<file path="src/rtl/core2wb_pkg.sv">
// Shared types and helpers for the core-to-Wishbone bridge.
package core2wb_pkg;

    typedef enum logic [1:0] {
        IDLE  = 2'd0,
        BUSY  = 2'd1,
        ABORT = 2'd2
    } state_e;

    // Bits needed to hold an outstanding count in 0..max_out.
    function automatic int unsigned cnt_width(input int unsigned max_out);
        return (max_out < 2) ? 1 : $clog2(max_out + 1);
    endfunction

endpackage

</file>
<file path="src/rtl/core2wb_wdog.sv">
// Response watchdog for core2wb; flags expiry after TIMEOUT_CYCLES idle BUSY cycles.
// Only instantiated when CORE2WB_TIMEOUT_EN is defined.
module core2wb_wdog #(
    parameter int unsigned TIMEOUT_CYCLES = 255
) (
    input  logic clk_i,
    input  logic rst_ni,
    input  logic active,
    input  logic kick,
    output logic expire_c
);

    localparam int unsigned WW = $clog2(TIMEOUT_CYCLES + 1);

    logic [WW-1:0] wd_q;

    assign expire_c = active & ~kick & (wd_q == WW'(TIMEOUT_CYCLES - 1));

    // Counts cycles spent waiting with no response; restarts on any response.
    always_ff @(posedge clk_i or negedge rst_ni) begin
        if (!rst_ni) begin
            wd_q <= '0;
        end else if (!active || kick || expire_c) begin
            wd_q <= '0;
        end else begin
            wd_q <= wd_q + WW'(1);
        end
    end

endmodule

</file>
<file path="src/rtl/core2wb.sv">
// Bridge from a req/gnt/rvalid CPU port to a pipelined Wishbone B4 master.
// Optional response watchdog enabled by defining CORE2WB_TIMEOUT_EN.
module core2wb
    import core2wb_pkg::*;
#(
    parameter int unsigned AW              = 32,
    parameter int unsigned DW              = 32,
    parameter int unsigned MAX_OUTSTANDING = 2,
    parameter int unsigned TIMEOUT_CYCLES  = 255
) (
    input  logic            clk_i,
    input  logic            rst_ni,

    input  logic            core_req,
    input  logic            core_we,
    input  logic [DW/8-1:0] core_be,
    input  logic [AW-1:0]   core_addr,
    input  logic [DW-1:0]   core_wdata,
    output logic            core_gnt,
    output logic            core_rvalid,
    output logic [DW-1:0]   core_rdata,
    output logic            core_err,

    output logic            wb_cyc,
    output logic            wb_stb,
    output logic            wb_we,
    output logic [DW/8-1:0] wb_sel,
    output logic [AW-1:0]   wb_adr,
    output logic [DW-1:0]   wb_dat_o,
    input  logic [DW-1:0]   wb_dat_i,
    input  logic            wb_ack,
    input  logic            wb_err,
    input  logic            wb_stall
);

    localparam int unsigned CW = cnt_width(MAX_OUTSTANDING);

    if (MAX_OUTSTANDING < 1 || MAX_OUTSTANDING > 15) begin : g_bad_max_out
        $error("core2wb: MAX_OUTSTANDING must be in 1..15");
    end
    if (TIMEOUT_CYCLES < 1) begin : g_bad_timeout
        $error("core2wb: TIMEOUT_CYCLES must be at least 1");
    end

    state_e          state_q, state_d;
    logic [CW-1:0]   count_q, count_d;
    logic            rvalid_q, rvalid_d;
    logic [DW-1:0]   rdata_q, rdata_d;
    logic            err_q, err_d;

    logic            room;
    logic            issue;
    logic            resp;
    logic            expire_c;

    // Request path is a straight pass-through; only stb/gnt are gated.
    assign room     = count_q < CW'(MAX_OUTSTANDING);
    assign wb_stb   = rst_ni & core_req & room & (state_q != ABORT);
    assign core_gnt = wb_stb & ~wb_stall;
    assign wb_cyc   = (state_q != ABORT) & (wb_stb | (count_q != '0));
    assign wb_we    = core_we;
    assign wb_sel   = core_be;
    assign wb_adr   = core_addr;
    assign wb_dat_o = core_wdata;

    assign issue = core_gnt;
    assign resp  = (state_q != ABORT) & (count_q != '0) & (wb_ack | wb_err);

`ifdef CORE2WB_TIMEOUT_EN
    core2wb_wdog #(
        .TIMEOUT_CYCLES (TIMEOUT_CYCLES)
    ) u_wdog (
        .clk_i    (clk_i),
        .rst_ni   (rst_ni),
        .active   (state_q == BUSY),
        .kick     (resp),
        .expire_c (expire_c)
    );
`else
    assign expire_c = 1'b0;
`endif

    // Next state, outstanding count and registered response.
    always_comb begin
        state_d  = state_q;
        count_d  = count_q;
        rvalid_d = 1'b0;
        rdata_d  = rdata_q;
        err_d    = err_q;

        case (state_q)
            IDLE: begin
                if (issue) begin
                    count_d = count_q + CW'(1);
                    state_d = BUSY;
                end
            end
            BUSY: begin
                if (issue && !resp) begin
                    count_d = count_q + CW'(1);
                end else if (!issue && resp) begin
                    count_d = count_q - CW'(1);
                end
                if (expire_c) begin
                    state_d = ABORT;
                end else if (count_d == '0) begin
                    state_d = IDLE;
                end
            end
            ABORT: begin
                // Drain one synthetic error response per lost transfer.
                if (count_q != '0) begin
                    count_d  = count_q - CW'(1);
                    rvalid_d = 1'b1;
                    err_d    = 1'b1;
                end
                if (count_q <= CW'(1)) begin
                    state_d = IDLE;
                end
            end
            default: begin
                state_d = IDLE;
                count_d = '0;
            end
        endcase

        if (resp) begin
            rvalid_d = 1'b1;
            rdata_d  = wb_dat_i;
            err_d    = wb_err;
        end
    end

    always_ff @(posedge clk_i or negedge rst_ni) begin
        if (!rst_ni) begin
            state_q  <= IDLE;
            count_q  <= '0;
            rvalid_q <= 1'b0;
            rdata_q  <= '0;
            err_q    <= 1'b0;
        end else begin
            state_q  <= state_d;
            count_q  <= count_d;
            rvalid_q <= rvalid_d;
            rdata_q  <= rdata_d;
            err_q    <= err_d;
        end
    end

    assign core_rvalid = rvalid_q;
    assign core_rdata  = rdata_q;
    assign core_err    = err_q;

endmodule

</file>
<file path="config.mk">
export PLATFORM = sky130hd
export DESIGN_NAME = core2wb
export DESIGN_NICKNAME = d
export VERILOG_FILES = /design/src/rtl/core2wb_pkg.sv /design/src/rtl/core2wb_wdog.sv /design/src/rtl/core2wb.sv
export SDC_FILE = /design/constraint.sdc
export NUM_CORES = 1
export LEC_CHECK = 0
export BUFFER_PORTS_ARGS = -buffer_cell sky130_fd_sc_hd__buf_2
export CAP_MARGIN = 20
export CORE_ASPECT_RATIO = 0.6
export CORE_MARGIN = 3
export CORE_UTILIZATION = 35
export DETAILED_ROUTE_END_ITERATION = 12
export PLACE_DENSITY = 0.8
export RECOVER_POWER = 100
export SLEW_MARGIN = 20
export SYNTH_ARGS = -nofsm -noshare
export SYNTH_HDL_FRONTEND = slang
export SYNTH_SLANG_ARGS = --single-unit
</file>
<file path="constraint.sdc">
create_clock -name clk_i -period 1.8 [get_ports clk_i]
set_input_delay 0.09 -clock clk_i [delete_from_list [all_inputs] [get_ports clk_i]]
set_output_delay 0.09 -clock clk_i [all_outputs]
set_load 0.05 [all_outputs]
</file>
; Word level (Yosys, flattened, before mapping)
; Index checks and enable logic that the tools add are counted.
[classes]
add_sub_neg = 2
mul = 0
div = 0
order_cmp = 2
eq_ne = 7
shift = 0
muxes = 16
n_bitwise = 10
n_reduce_logical = 12
[op_table]
columns = cell, n
row1 = $mux W2, 8
row2 = $pmux W2 S3, 2
row3 = $ne A2 B2 Y1 const B, 5
row4 = $and A1 B1 Y1, 7
row5 = $mux W1, 6
row6 = $reduce_bool A2 Y1, 3
row7 = $logic_not A2 Y1, 2
row8 = $reduce_and A2 Y1, 2
row9 = $reduce_and A3 Y1, 1
row10 = $add A2 B1 Y2 const B, 1
row11 = $eq A2 B1 Y1 const B, 1
row12 = $eq A2 B2 Y1 const B, 1
row13 = $le A2 B1 Y1 const B, 1
row14 = $logic_and A1 B1 Y1, 2
row15 = $logic_not A1 Y1, 2
row16 = $lt A2 B2 Y1 const B, 1
row17 = $or A1 B1 Y1, 2
row18 = $sub A2 B1 Y2 const B, 1
row19 = $not A1 Y1, 1
[word_totals]
ff_bits = 38
latch_bits = 0
ram_bits = 0
rom_bits = 0
input_bits = 107
out_inout_bits = 106
elab_cells = 54
n_memories = 0

; Longest topological paths before layout
[depth]
word_depth = 12
ltp_mapped = 7
mapped_depth_nobuf = 7

; Least setup slack after synthesis
; Ideal clock, no wire load.
[synth_path]
path_type = reg-to-output
start = reg count_q[1]
end = out wb_cyc
arrival_ns = 1.547
required_ns = 1.710
slack_ns = 0.163
stages_incl_launch_ff = 2
path_buffers = 0
cell_sequence = dfrtp_1 o21ai_0
[synth_via]
elab_chain_len = 5
word_cells_on_any_way = 6
cone_classes = order compare: 1 / bitwise: 4 / reduce/logical: 1
[synth_lines]
columns = element, line
row1 = from (decl), core2wb.sv:46  ; logic [CW-1:0] count_q, count_d;
row2 = from (signal assigned), core2wb.sv:143  ; count_q <= count_d;
row3 = $lt A2 B2 Y1, core2wb.sv:57  ; assign room = count_q < CW'(MAX_OUTSTANDING);
row4 = $and A1 B1 Y1 (2 in series), core2wb.sv:58  ; assign wb_stb = rst_ni & core_req & room & (state_q != ABORT);
row5 = $or A1 B1 Y1 *, core2wb.sv:60  ; assign wb_cyc = (state_q != ABORT) & (wb_stb | (count_q != '0));
row6 = $and A1 B1 Y1 *, core2wb.sv:60
row7 = to (decl), core2wb.sv:24  ; output logic wb_cyc,
; Every way passes the cells marked *; elsewhere a longest branch is shown, timed or not.

; Final worst setup path
[layout_path]
start = reg count_q[0]
end = reg state_q[0]
[layout_via]
elab_chain_len = 12
word_cells_on_any_way = 22
cone_classes = add/sub: 2 / order compare: 2 / eq/ne: 3 / mux: 3 / bitwise: 5 / reduce/logical: 7
[layout_lines]
columns = element, line
row1 = $lt A2 B2 Y1, core2wb.sv:57
row2 = $and A1 B1 Y1 (2 in series), core2wb.sv:58
row3 = $and A1 B1 Y1, core2wb.sv:59  ; assign core_gnt = wb_stb & ~wb_stall;
row4 = $logic_not A1 Y1, core2wb.sv:101  ; end else if (!issue && resp) begin
row5 = $logic_and A1 B1 Y1, core2wb.sv:101
row6 = $mux W2, core2wb.sv:101
row7 = $mux W2, core2wb.sv:99  ; if (issue && !resp) begin
row8 = $mux W2, core2wb.sv:91  ; case (state_q)
row9 = $logic_not A2 Y1, core2wb.sv:106  ; end else if (count_d == '0) begin
row10 = $ne A2 B2 Y1 (no source line), -
row11 = $reduce_and A3 Y1 (no source line) *, -
row12 = to (signal assigned), core2wb.sv:142  ; state_q <= state_d;
row13 = to (decl), core2wb.sv:45  ; state_e state_q, state_d;
; Every way passes the cells marked *; elsewhere a longest branch is shown, timed or not. The select of a mux whose other input is x is not followed.
; A chain may end at the register's enable or synchronous reset.

==> impl_metrics.toml <==
[run_status]
status = "complete, no violations"

[timing]
setup_tns_ns = 0
worst_slew_margin_rel_pct = 39.3
min_period_ns = 1.64
tightest_slew_ns = 0.911
fin_crit_sh_pct = 91.0
hold_viol = 0
drv_slew = 0
fin_skew_ns = 0.00312
max_freq_mhz = 610
rsz0062_at_grt = "false"
setup-violations-final = 0

[final_layout]
instances_no_fill = 327
antenna_cells = 0
fillers = 544
drive_gt1_share_pct = 21.5
area_delta_synth_final_pct = 8.95
final_nets = 368

[power_and_ir_drop]
p_int_mw = 1.88
p_leak_nw = 1.13
power_density_mw_per_mm2 = 1870
seqPwrFrac_pct = 33.3
switching_share_pct = 53.5
p_clk_share_pct = 13.2
vdd_drop_max_mv = 0.718
total_power_mw = 4.04
switchingPower_mw = 2.16
combPwrFrac_pct = 53.5

[yosys]
postSynthCellCount = 230
synth_seq_cells = 37
synth_area_leader_cell = "dfrtp_1"
synth_ff_type = "dfrtp_1"
synthTopCellsByCount = "nand2_1, buf_4, dfrtp_1"
async_flop_share_pct = 100
synth_cell_type_count = 19
avgSynthCellArea_sq_um = 8.63
synth_fp_nets = 338
synth.area.top_cells = "dfrtp_1, buf_4, nand2_1"
synth_seq_area_share_pct = 46.6
ys_warn_count = 0
syn_area_sq_mm = 0.00199
synth_edf_count = 0
yosysMostFrequentCell = "nand2_1"
synth_top_area_share_pct = 46.6

[clock_network]
cts_made_buffers = 5
path_clk_slew_ns = 0.07
cts.sinks = 37
clkLatencyLatePin_ns = 0.27
cts_tree = "yes"
cts_root_buffer = "clkbuf_8"
cts_buffer_depth = 2
htree_levels = 2

[die]
dieHeight_um = 64.3
die_w_um = 103
fp.dieArea_sq_mm = 0.00664
io-pin-count = 213
core_sq_mm = 0.00526
num_rows = 20
initial_core_util_pct = 37.8

[worst_setup_path]
rr_worst_depth = 8
startpoint_type = "flip-flop"
worstPathMaxFanout = 19
endpoint_kind = "flip-flop"
path_class = "reg -> reg"
r2r_end = "state_q[0]"
cp-startpoint = "count_q[0]"
rr_startpoint = "count_q[0]"
r2r_slack_ns = 0.16
cp_data_required_time_ns = 1.95
crit_arrival_ns = 1.78

[min_path]
hold_depth = 3
holdCritStartpoint = "wb_dat_i[25]"
hold_class = "in -> reg"
min_to = "core_rdata[25]"

[routing]
wirelength_um = 4350
vias = 1477
firstDrtPassIters = 4
avgViaCountPerCell = 4.52
wire_per_inst_um = 13.3
drtIter0Drc = 25
drc_errors = 0
ant_nets = 0

[global_routing]
grt_max_degree = 38
antenna_found_initial = 0
grt-ovfl-total = 0
grt_pass1_wl_um = 7110
grt_pass1_vias = 1507
grt_usage_pct = 13.9

[run]
drv_cap = 0

[placement]
numPlacedInstances = 300
hpwl_um = 2940
portBuffers = 74
gp_congestion = 0.701
==> critical path, cell delays in order (launching register included) <==
cell,delay [ns]
dfrtp_1,0.40
inv_1,0.09
ha_1,0.22
o21bai_4,0.18
inv_2,0.07
buf_4,0.22
nand3_1,0.10
a31oi_1,0.17
a31oi_1,0.05
==> layer usage <==
metal	routed length (um)	vias up	share of wire [%]	track usage [%]
met5	0	-	0	0
met4	29	0	0.67	3.72
met3	622	6	14	10.3
met2	1800	106	41	20.6
met1	1900	676	44	15.9
li1	-	689	-	-
==> repair_timing <==
action / in CTS / in global routing
endpoints found under the setup margin: 0 / 1
resized for setup: 0 / 1
hold buffers: 19 / 0
hold endpoints to repair: 55 / 0
buffers inserted: 0 / 0
==> power by group through the flow <==
| stage | clock [mW] | combinational [mW] | sequential (mW) |
|---|---|---|---|
| after global placement | 0 | 2.18 | 1.34 |
| after floorplan | 0 | 1.00 | 2.40 |
| after detailed placement | 0 | 2.24 | 1.33 |
| final | 0.532 | 2.16 | 1.34 |
| after global routing | 0.612 | 2.32 | 1.39 |
| after CTS | 0.573 | 2.26 | 1.33 |
==> metrics by stage <==
step                area (sq um)  hold slack [ns]  setup WS [ns]  utilization (%)
CTS                         2210         0.000879          0.107             42.0
finish                      2160           0.0119          0.161             41.2
global placement            1940            0.178          0.187             36.8
floorplan                   1990           -0.206          0.163                -
global route                2160          0.00251        0.00522             41.2
detailed placement          1940            0.180          0.116             36.8
==> placed cells by master (no fill, tap or decap), drive strengths merged <==
cell type	netlist	layout
a21oi	2	2
a31oi	2	2
buf	69	40
clkbuf	6	45
clkinv	0	2
dfrtp	37	37
dlygate4sd3	0	19
ha	1	1
inv	3	3
mux2	1	1
nand2	98	98
nand3	2	2
nor2	1	1
nor3	1	1
o21ai	2	2
o21ba	1	1
o21bai	1	1
or4	1	1
xnor2	1	1
xor2	1	1
==> layout make-up <==
cell class / instances / area [sq um] / area share (%)
well taps: 66 / 82.6 / 3.82
inverters: 3 / 11.3 / 0.521
flip-flops and latches: 37 / 926 / 42.8
clock inverters: 2 / 10.0 / 0.463
multi-input cells: 115 / 508 / 23.5
clock buffers: 6 / 72.6 / 3.35
repair buffers: 98 / 553 / 25.6
==> registers in the layout, indices dropped and copies added (netlist names) <==
| signal | cells |
|---|---|
| count_q | 2 |
| core_rdata | 32 |
| core_err | 1 |
| state_q | 1 |
| core_rvalid | 1 |
==> how the worst max path moves through the flow <==
stage / endpoint / slack, ns / cells after the start
5_1_grt: state_q[0] / 0.005 / 8
3_3_place_gp: core_err / 0.19 / 5
6_report: state_q[0] / 0.16 / 8
3_5_place_dp: state_q[0] / 0.12 / 7
2_1_floorplan: wb_cyc / 0.16 / 1
4_1_cts: core_err / 0.11 / 5
==> cells by family after synthesis <==
logic type               after synthesis  share of synthesized area [%]
AO/OA/AOI/OAI                          8                           3.09
XOR/XNOR                               2                          0.882
buffers and inverters                 78                           27.8
adder cells (fa/ha/maj)                1                          0.630
flip-flops                            37                           46.6
multiplexers                           1                          0.567
AND/OR/NAND/NOR                      103                           20.4
(Power assumes the default switching activity.)
